**src/rtl/ysyx_22050243_seq_ctrl.sv**
```systemverilog
// Multi-cycle sequencer for a simple RV core: fetch, decode, execute,
// optional data access, write-back. Every memory wait is bounded by
// TIMEOUT; expiry parks the core in HALT with err set. An ebreak parks
// it in HALT without error. Outputs are decoded from the registered state.
module ysyx_22050243_seq_ctrl #(
  parameter int unsigned TIMEOUT = 255
) (
  input  logic        clk,
  input  logic        rst_n,
  input  logic        mem_r,
  input  logic        mem_w,
  input  logic        reg_w,
  input  logic        csr_r,
  input  logic        is_ebreak,
  output logic        ifu_req,
  input  logic        ifu_ready,
  input  logic        ifu_rvalid,
  output logic        lsu_req,
  output logic        lsu_wen,
  input  logic        lsu_ready,
  input  logic        lsu_rvalid,
  output logic        ir_we,
  output logic        rf_we,
  output logic        csr_we,
  output logic        pc_we,
  output logic [3:0]  state,
  output logic        halted,
  output logic        err,
  output logic [63:0] instret
);

  typedef enum logic [3:0] {
    S_IDLE   = 4'd0,
    S_FETCH  = 4'd1,
    S_FWAIT  = 4'd2,
    S_DECODE = 4'd3,
    S_EXEC   = 4'd4,
    S_MEM    = 4'd5,
    S_MWAIT  = 4'd6,
    S_WB     = 4'd7,
    S_HALT   = 4'd8
  } state_t;

  localparam logic [16:0] TIMEOUT_L = 17'(TIMEOUT);

  state_t        state_r, state_nxt_s;
  logic [15:0]   wait_cnt_r, wait_cnt_nxt_s;
  logic          err_r, err_nxt_s;
  logic [63:0]   instret_r, instret_nxt_s;
  logic [16:0]   cnt_inc_s;
  logic          timeout_hit_s;

  // States in which the wait counter runs against TIMEOUT.
  function automatic logic is_wait_state(input state_t s);
    return (s == S_FETCH) || (s == S_FWAIT) || (s == S_MEM) || (s == S_MWAIT);
  endfunction

  // One more cycle without a handshake would reach the timeout limit.
  assign cnt_inc_s     = {1'b0, wait_cnt_r} + 17'd1;
  assign timeout_hit_s = (cnt_inc_s >= TIMEOUT_L);

  // State register plus wait counter, error flag and retire counter.
  always_ff @(posedge clk or negedge rst_n) begin
    if (!rst_n) begin
      state_r    <= S_IDLE;
      wait_cnt_r <= 16'd0;
      err_r      <= 1'b0;
      instret_r  <= 64'd0;
    end else begin
      state_r    <= state_nxt_s;
      wait_cnt_r <= wait_cnt_nxt_s;
      err_r      <= err_nxt_s;
      instret_r  <= instret_nxt_s;
    end
  end

  // Next-state, timeout and retire bookkeeping; a completing handshake beats the timeout.
  always_comb begin
    state_nxt_s   = state_r;
    err_nxt_s     = err_r;
    instret_nxt_s = instret_r;
    case (state_r)
      S_IDLE:   state_nxt_s = S_FETCH;
      S_FETCH: begin
        if (ifu_ready) begin
          state_nxt_s = S_FWAIT;
        end else if (timeout_hit_s) begin
          state_nxt_s = S_HALT;
          err_nxt_s   = 1'b1;
        end else begin
          state_nxt_s = S_FETCH;
        end
      end
      S_FWAIT: begin
        if (ifu_rvalid) begin
          state_nxt_s = S_DECODE;
        end else if (timeout_hit_s) begin
          state_nxt_s = S_HALT;
          err_nxt_s   = 1'b1;
        end else begin
          state_nxt_s = S_FWAIT;
        end
      end
      S_DECODE: state_nxt_s = is_ebreak ? S_HALT : S_EXEC;
      S_EXEC:   state_nxt_s = (mem_r | mem_w) ? S_MEM : S_WB;
      S_MEM: begin
        if (lsu_ready) begin
          state_nxt_s = S_MWAIT;
        end else if (timeout_hit_s) begin
          state_nxt_s = S_HALT;
          err_nxt_s   = 1'b1;
        end else begin
          state_nxt_s = S_MEM;
        end
      end
      S_MWAIT: begin
        if (lsu_rvalid) begin
          state_nxt_s = S_WB;
        end else if (timeout_hit_s) begin
          state_nxt_s = S_HALT;
          err_nxt_s   = 1'b1;
        end else begin
          state_nxt_s = S_MWAIT;
        end
      end
      S_WB: begin
        state_nxt_s   = S_FETCH;
        instret_nxt_s = instret_r + 64'd1;
      end
      S_HALT:   state_nxt_s = S_HALT;
      default:  state_nxt_s = S_IDLE;
    endcase
  end

  // Wait counter restarts on entry to a wait state and counts while stuck there.
  always_comb begin
    if (is_wait_state(state_nxt_s) && (state_nxt_s != state_r)) begin
      wait_cnt_nxt_s = 16'd0;
    end else if (is_wait_state(state_r) && (state_nxt_s == state_r)) begin
      wait_cnt_nxt_s = wait_cnt_r + 16'd1;
    end else begin
      wait_cnt_nxt_s = wait_cnt_r;
    end
  end

  // Output decode; IR capture coincides with the fetched word being valid.
  always_comb begin
    ifu_req = 1'b0;
    lsu_req = 1'b0;
    lsu_wen = 1'b0;
    ir_we   = 1'b0;
    rf_we   = 1'b0;
    csr_we  = 1'b0;
    pc_we   = 1'b0;
    case (state_r)
      S_FETCH: ifu_req = 1'b1;
      S_FWAIT: ir_we   = ifu_rvalid;
      S_MEM: begin
        lsu_req = 1'b1;
        lsu_wen = mem_w;
      end
      S_WB: begin
        pc_we  = 1'b1;
        rf_we  = reg_w;
        csr_we = csr_r;
      end
      default: ifu_req = 1'b0;
    endcase
  end

  assign state   = state_r;
  assign halted  = (state_r == S_HALT);
  assign err     = err_r;
  assign instret = instret_r;

endmodule

```
**config.mk**
```make
export PLATFORM = sky130hd
export DESIGN_NAME = ysyx_22050243_seq_ctrl
export DESIGN_NICKNAME = d
export VERILOG_FILES = /design/src/rtl/ysyx_22050243_seq_ctrl.sv
export SDC_FILE = /design/constraint.sdc
export NUM_CORES = 1
export LEC_CHECK = 0
export ABC_AREA = 1
export CORE_AREA = 2 2 134 136
export CTS_BUF_LIST = sky130_fd_sc_hd__clkbuf_8
export DETAILED_ROUTE_END_ITERATION = 8
export DIE_AREA = 0 0 136 138
export HOLD_SLACK_MARGIN = 0.02
export PLACE_DENSITY = 0.6
export SLEW_MARGIN = 20
export SYNTH_ARGS = -nofsm -noshare
export SYNTH_HDL_FRONTEND = slang
export SYNTH_SLANG_ARGS = --single-unit
```
**constraint.sdc**
```tcl
create_clock -name clk -period 5.2 [get_ports clk]
set_clock_uncertainty 0.15 [all_clocks]
set_input_delay 1.04 -clock clk [delete_from_list [all_inputs] [get_ports clk]]
set_output_delay 1.04 -clock clk [all_outputs]
set_load 0.005 [all_outputs]
```
==> impl_metrics.toml, run 1 <==
[outcome]
status = "completed"

[cells_and_area]
final_core_util_pct = 36.9
multi_input_area_um2 = 2530
fillers = 1882
regArea_um2 = 2130
area_delta_synth_final_pct = 26.1
nNetsFinal = 778
finalInstanceArea_um2 = 6470
drive_gt1_share_pct = 8.06
antenna_cells = 0

[drt]
drc = 0
wl_mm = 13.4
ant_nets = 0
vias_per_cell = 4.52
routedWlPerCell_um = 13.4
vias = 4513
drt_iter0_drc = 252
drtPass1Iterations = 4

[pwr]
seqPwrFrac_pct = 43.4
p_switching_uw = 617
p_sw_share_pct = 36.1
pwr-share-clk_pct = 28.2
ir_drop_mv = 0.176
p_leak_uw = 0.00280
power.internal_uw = 1090
p_comb_share_pct = 28.4
total_power_uw = 1710
power_density_nw_per_um2 = 264

[timing]
tightest_slew_ns = 0.894
slew_viol_final = 0
clock.fmax_mhz = 298
finalSetupViolCount = 0
slew_headroom_pct = 39.8
hold_viol_final = 0
fin_crit_ns = 3.36
rsz0062_at_grt = "no"
setup-tns-final_ns = 0
setup_ws_ns = 1.84
fin_crit_sh_pct = 64.5

[clock_tree]
clock-sinks = 85
cts_max_level = 3
post_cts_buffers = 0
root_buffer = "clkbuf_8"
clkTransAtPathRegs_ns = 0.09
cts_hold_buf = 0
worstSkewPairLatency_ns = 0.37
clock_path_buffers = 2
ctsResizeCount = 0
cts_made_buffers = 9
cts_tree = "built"

[placement]
portBuffers = 87
dp_hpwl_mm = 10.4
gp_congestion = 0.876
dpl-instance-area_um2 = 6280
dp_slack_ns = 1.85

[yosys]
synth-seq-cells = 85
synthCells = 665
yosysTopAreaCell = "dfrtp_1"
synth_top_area_share_pct = 41.5
ys_seq_area_share_pct = 41.5
syn_area_um2 = 5130
syn_area_per_cell_um2 = 7.72
yosysWarnings = 0
synth_cell_types = 35
synth_top_cells_by_area = "dfrtp_1 41%, nand2_1 10%, xor2_1 9.6%, inv_1 8.6%, nor2_1 6.1%"
synth_nets = 679

[floorplan]
start_util_pct = 29.3
core.rowCount = 49
core_um2 = 17500
dieArea_um2 = 18800
io_pins = 88
die_y_um = 138
die_width_um = 136

[critical_path]
worstPathMaxFanout = 2
crit_type = "input pin to primary output"
crit_required_ns = 4.01
cp-start-kind = "input pin"
worstPathArrival_ns = 2.17
endpoint_kind = "primary output"

[global_routing]
antenna_found_initial = 0
grt_pass1_vias = 4488
grt_start_max_net_pins = 50
grt_use_total_pct = 14.9
grt-ovfl-total = 0
grt_pass1_wl_mm = 22.4

[flow_run]
drv_cap = 0

[worst_hold_path]
min_path_type = "register to register"
registers in the layout, indices dropped and copies added (netlist names):
register    flops
err             1
instret        64
state           4
wait_cnt_r     16
final timing paths:
| path | start | endpoint | slack [ns] | cells after the start |
|---|---|---|---|---|
| min in group asynchronous | rst_n | instret[20] | 0.53 | 1 |
| hold reg to reg | err | err | 0.32 | 1 |
| max in group asynchronous | rst_n | wait_cnt_r[10] | 3.44 | 2 |
| hold / removal | err | err | 0.32 | 1 |
| setup / recovery | ifu_rvalid | ir_we | 1.84 | 4 |
| setup reg to reg | state[3] | instret[58] | 2.34 | 10 |
stage by stage:
| stage | cells | hold slack [ns] |
|---|---|---|
| 2_1_floorplan | 665 | 0.306 |
| 3_3_place_gp | 982 | 0.305 |
| 3_5_place_dp | 982 | 0.309 |
| 4_1_cts | 998 | 0.328 |
| 5_1_grt | 998 | 0.350 |
| 6_report | 998 | 0.318 |
kinds of logic after synthesis:
| group | synth area share (%) |
|---|---|
| DFF | 41.5 |
| xor gates and xnor gates | 10.9 |
| and+or+nand+nor | 36.3 |
| adders and majority gates | 0.732 |
| AOI/OAI and AO/OA | 1.34 |
| buffers and inverters | 9.24 |
Yosys cell counts (all sizes together):
library cell and instances:
nand3 46, dfrtp 85, o21bai 1, nor4 17
and3 3, o22ai 1, xnor2 8, a211oi 1
or3 1, nor3 41, o21ai 2, a21o 3
xor2 56, nor2 97, nand3b 1, buf 1
ha 3, nor3b 2, nand4 24, a21oi 2
nand2 148, and2 1, inv 121
layer usage:
metal	global-route usage (%)	vias up	routed length [um]
li1	-	2296	-
met1	21.0	2099	6630
met2	23.2	102	5920
met3	2.75	16	639
met4	4.82	0	200
met5	0	-	0
power groups by stage:
stage / Clock [uW] / Combinational [uW] / Sequential, uW
detailed placement: 0 / 489 / 755
global route: 520 / 543 / 750
floorplan: 0 / 342 / 747
global placement: 0 / 481 / 754
finish: 482 / 486 / 741
CTS: 492 / 491 / 742
worst max-delay path, stage by stage:
cell and delay (ns):
clkdlybuf4s50_1 0.49, nand2_1 0.08, inv_1 0.07, clkdlybuf4s50_1 0.49
layout by cell type (no fill, tap or decap), types with 12 or more instances in the layout:
cell	count
inv_1	119
nor3_1	38
nand3_1	41
nor4_1	12
nor2_1	83
xor2_1	56
nand4_1	23
nand2_1	137
clkdlybuf4s50_1	86
dfrtp_1	85
layout make-up:
cell class                 count  share of cell area, %
timing repair buffer          89                   13.6
tap                          229                   4.43
clock inverter                 7                   1.04
sequential                    85                   32.9
multi-input combinational    458                   39.1
inverter                     121                   7.02
clock buffer                   9                   1.91
No activity file was read; power rests on OpenSTA's default activity.
==> run 2: changes to the inputs <==
==> constraint.sdc (replaced) <==
create_clock -name clk -period 3.2 [get_ports clk]
set_clock_uncertainty 0.15 [all_clocks]
set_input_delay 0.64 -clock clk [delete_from_list [all_inputs] [get_ports clk]]
set_output_delay 0.64 -clock clk [all_outputs]
set_load 0.005 [all_outputs]
==> impl_metrics.toml, run 2 (synthesis gave the netlist of run 1 again) <==
[drt]
drtPass1Iterations = 4
drt_iter0_drc = 285
ant_nets = 0
vias = 4497
vias_per_cell = 4.51
routedWlPerCell_um = 13.4
wl_mm = 13.4
drc = 0

[global_routing]
grt_use_met1_pct = 20.7
grt_pass1_vias = 4466
grt.met3_usage_pct = 2.79
grt_start_max_net_pins = 51
grt_pass1_wl_mm = 22.3
grt-ovfl-total = 0
grt_use_total_pct = 15.0
top_usage_layer = "met2"
antenna_found_initial = 0
grt.met2_usage_pct = 23.2

[critical_path]
max_stage_delay_ns = 0.50
worst_path_max_delay_cell = "clkdlybuf4s50_1"
crit_type = "register to primary output"
worst-path-stages = 6
rr_startpoint = "state[3]"
crit_required_ns = 2.41
worstPathArrival_ns = 2.14
reg2reg_to = "instret[56]"
rrSetupSlack_ns = 0.35
cp-start-kind = "register"
reg2reg_depth = 12
cp_common_cell = "inv_1"
endpoint_kind = "primary output"
worst_path_dominant_cell_family = "buffers and inverters"
path_cells = "inv_1, nand2_1, nor2_4, inv_1, nor2_1, clkdlybuf4s50_1"
worstPathMaxFanout = 7
cp_num_buf_inv = 3

[clock_tree]
cts_made_buffers = 9
clkTransAtPathRegs_ns = 0.09
cts_hold_buf = 0
cts_max_level = 3
cts_tree = "built"
ctsResizeCount = 0
clock-sinks = 85
worstSkewPairLatency_ns = 0.37
post_cts_buffers = 0
clock_path_buffers = 2
root_buffer = "clkbuf_8"

[timing]
hold_viol_final = 0
rsz0062_at_grt = "no"
slew_headroom_pct = 54.2
tightest_slew_ns = 0.687
clock.fmax_mhz = 342
setup-tns-final_ns = 0
slew_viol_final = 0
fin_crit_sh_pct = 91.5
setup_ws_ns = 0.273
finalSetupViolCount = 0
fin_crit_ns = 2.93

[placement]
dp_slack_ns = 0.392
portBuffers = 87
dp_cells = 983
gp_congestion = 0.863
dp_hpwl_mm = 10.6

[floorplan]
dieArea_um2 = 18800
die_width_um = 136
core_um2 = 17500
core.rowCount = 49
die_y_um = 138
io_pins = 88
start_util_pct = 29.3

[cells_and_area]
largest_reg_flops = 64
multi_input_area_um2 = 2530
final_core_util_pct = 37.0
regArea_um2 = 2130
antenna_cells = 0
drive_gt1_share_pct = 7.93
final_cell_mix = "137 x nand2_1, 120 x inv_1, 86 x clkdlybuf4s50_1, 85 x dfrtp_1, 83 x nor2_1"
finalNonFillerCells = 998
nNetsFinal = 779
fillers = 1880
final_common_cell = "nand2_1"
area_delta_synth_final_pct = 26.3

[pwr]
power_density_nw_per_um2 = 421
ir_drop_mv = 0.265
seqPwrFrac_pct = 44.2
p_comb_share_pct = 28.5
pwr-share-clk_pct = 27.3
p_sw_share_pct = 35.1
p_switching_uw = 959
p_leak_uw = 0.00281
power.internal_uw = 1770

[flow_run]
drv_cap = 0

[worst_hold_path]
min_path_type = "input pin to async pin"

[outcome]
status = "completed"
==> run 2: cell types whose count changed in the layout (fill, tap and decap cells not counted) <==
cell	change
buf_12	+1
clkinv_2	-1
clkinv_4	-1
inv_1	+1
==> run 2: final cells by class <==
cell class              instances  share of cell area [%]
clock buffers                   9                    1.91
clock inverters                 6                   0.888
inverters                     121                    7.01
multi-input cells             458                    39.0
flip-flops and latches         85                    32.8
well taps                     229                    4.42
repair buffers                 90                    13.9
==> run 2: how the worst max path moves through the flow <==
| stage | start | slack (ns) | end |
|---|---|---|---|
| finish | state[3] | 0.27 | csr_we |
| floorplan | wait_cnt_r[0] | 0.90 | wait_cnt_r[6] |
| CTS | state[3] | 0.23 | lsu_wen |
| global placement | state[3] | 0.42 | instret[56] |
| global route | state[3] | 0.08 | csr_we |
| detailed placement | state[3] | 0.39 | instret[56] |
==> run 2: metal layers <==
layer  up-vias  wire length, um
met5         -                0
met4         0              229
met3        16              559
met2       102             5980
met1      2082             6610
li1       2297                -
==> run 2: per-stage QoR <==
stage / hold WS [ns] / area (um^2) / power (uW)
after floorplan: 0.194 / 5130 / 1770
after global placement: 0.309 / 6300 / 2010
after detailed placement: 0.324 / 6300 / 2020
after CTS: 0.175 / 6480 / 2770
after global routing: 0.205 / 6480 / 2920
final: 0.170 / 6480 / 2730
==> run 2: power by group through the flow <==
| stage | Clock, uW | Combinational [uW] | Sequential, uW |
|---|---|---|---|
| after floorplan | 0 | 557 | 1210 |
| after global placement | 0 | 783 | 1230 |
| after detailed placement | 0 | 792 | 1230 |
| after CTS | 775 | 793 | 1200 |
| after global routing | 813 | 891 | 1220 |
| final | 745 | 778 | 1210 |
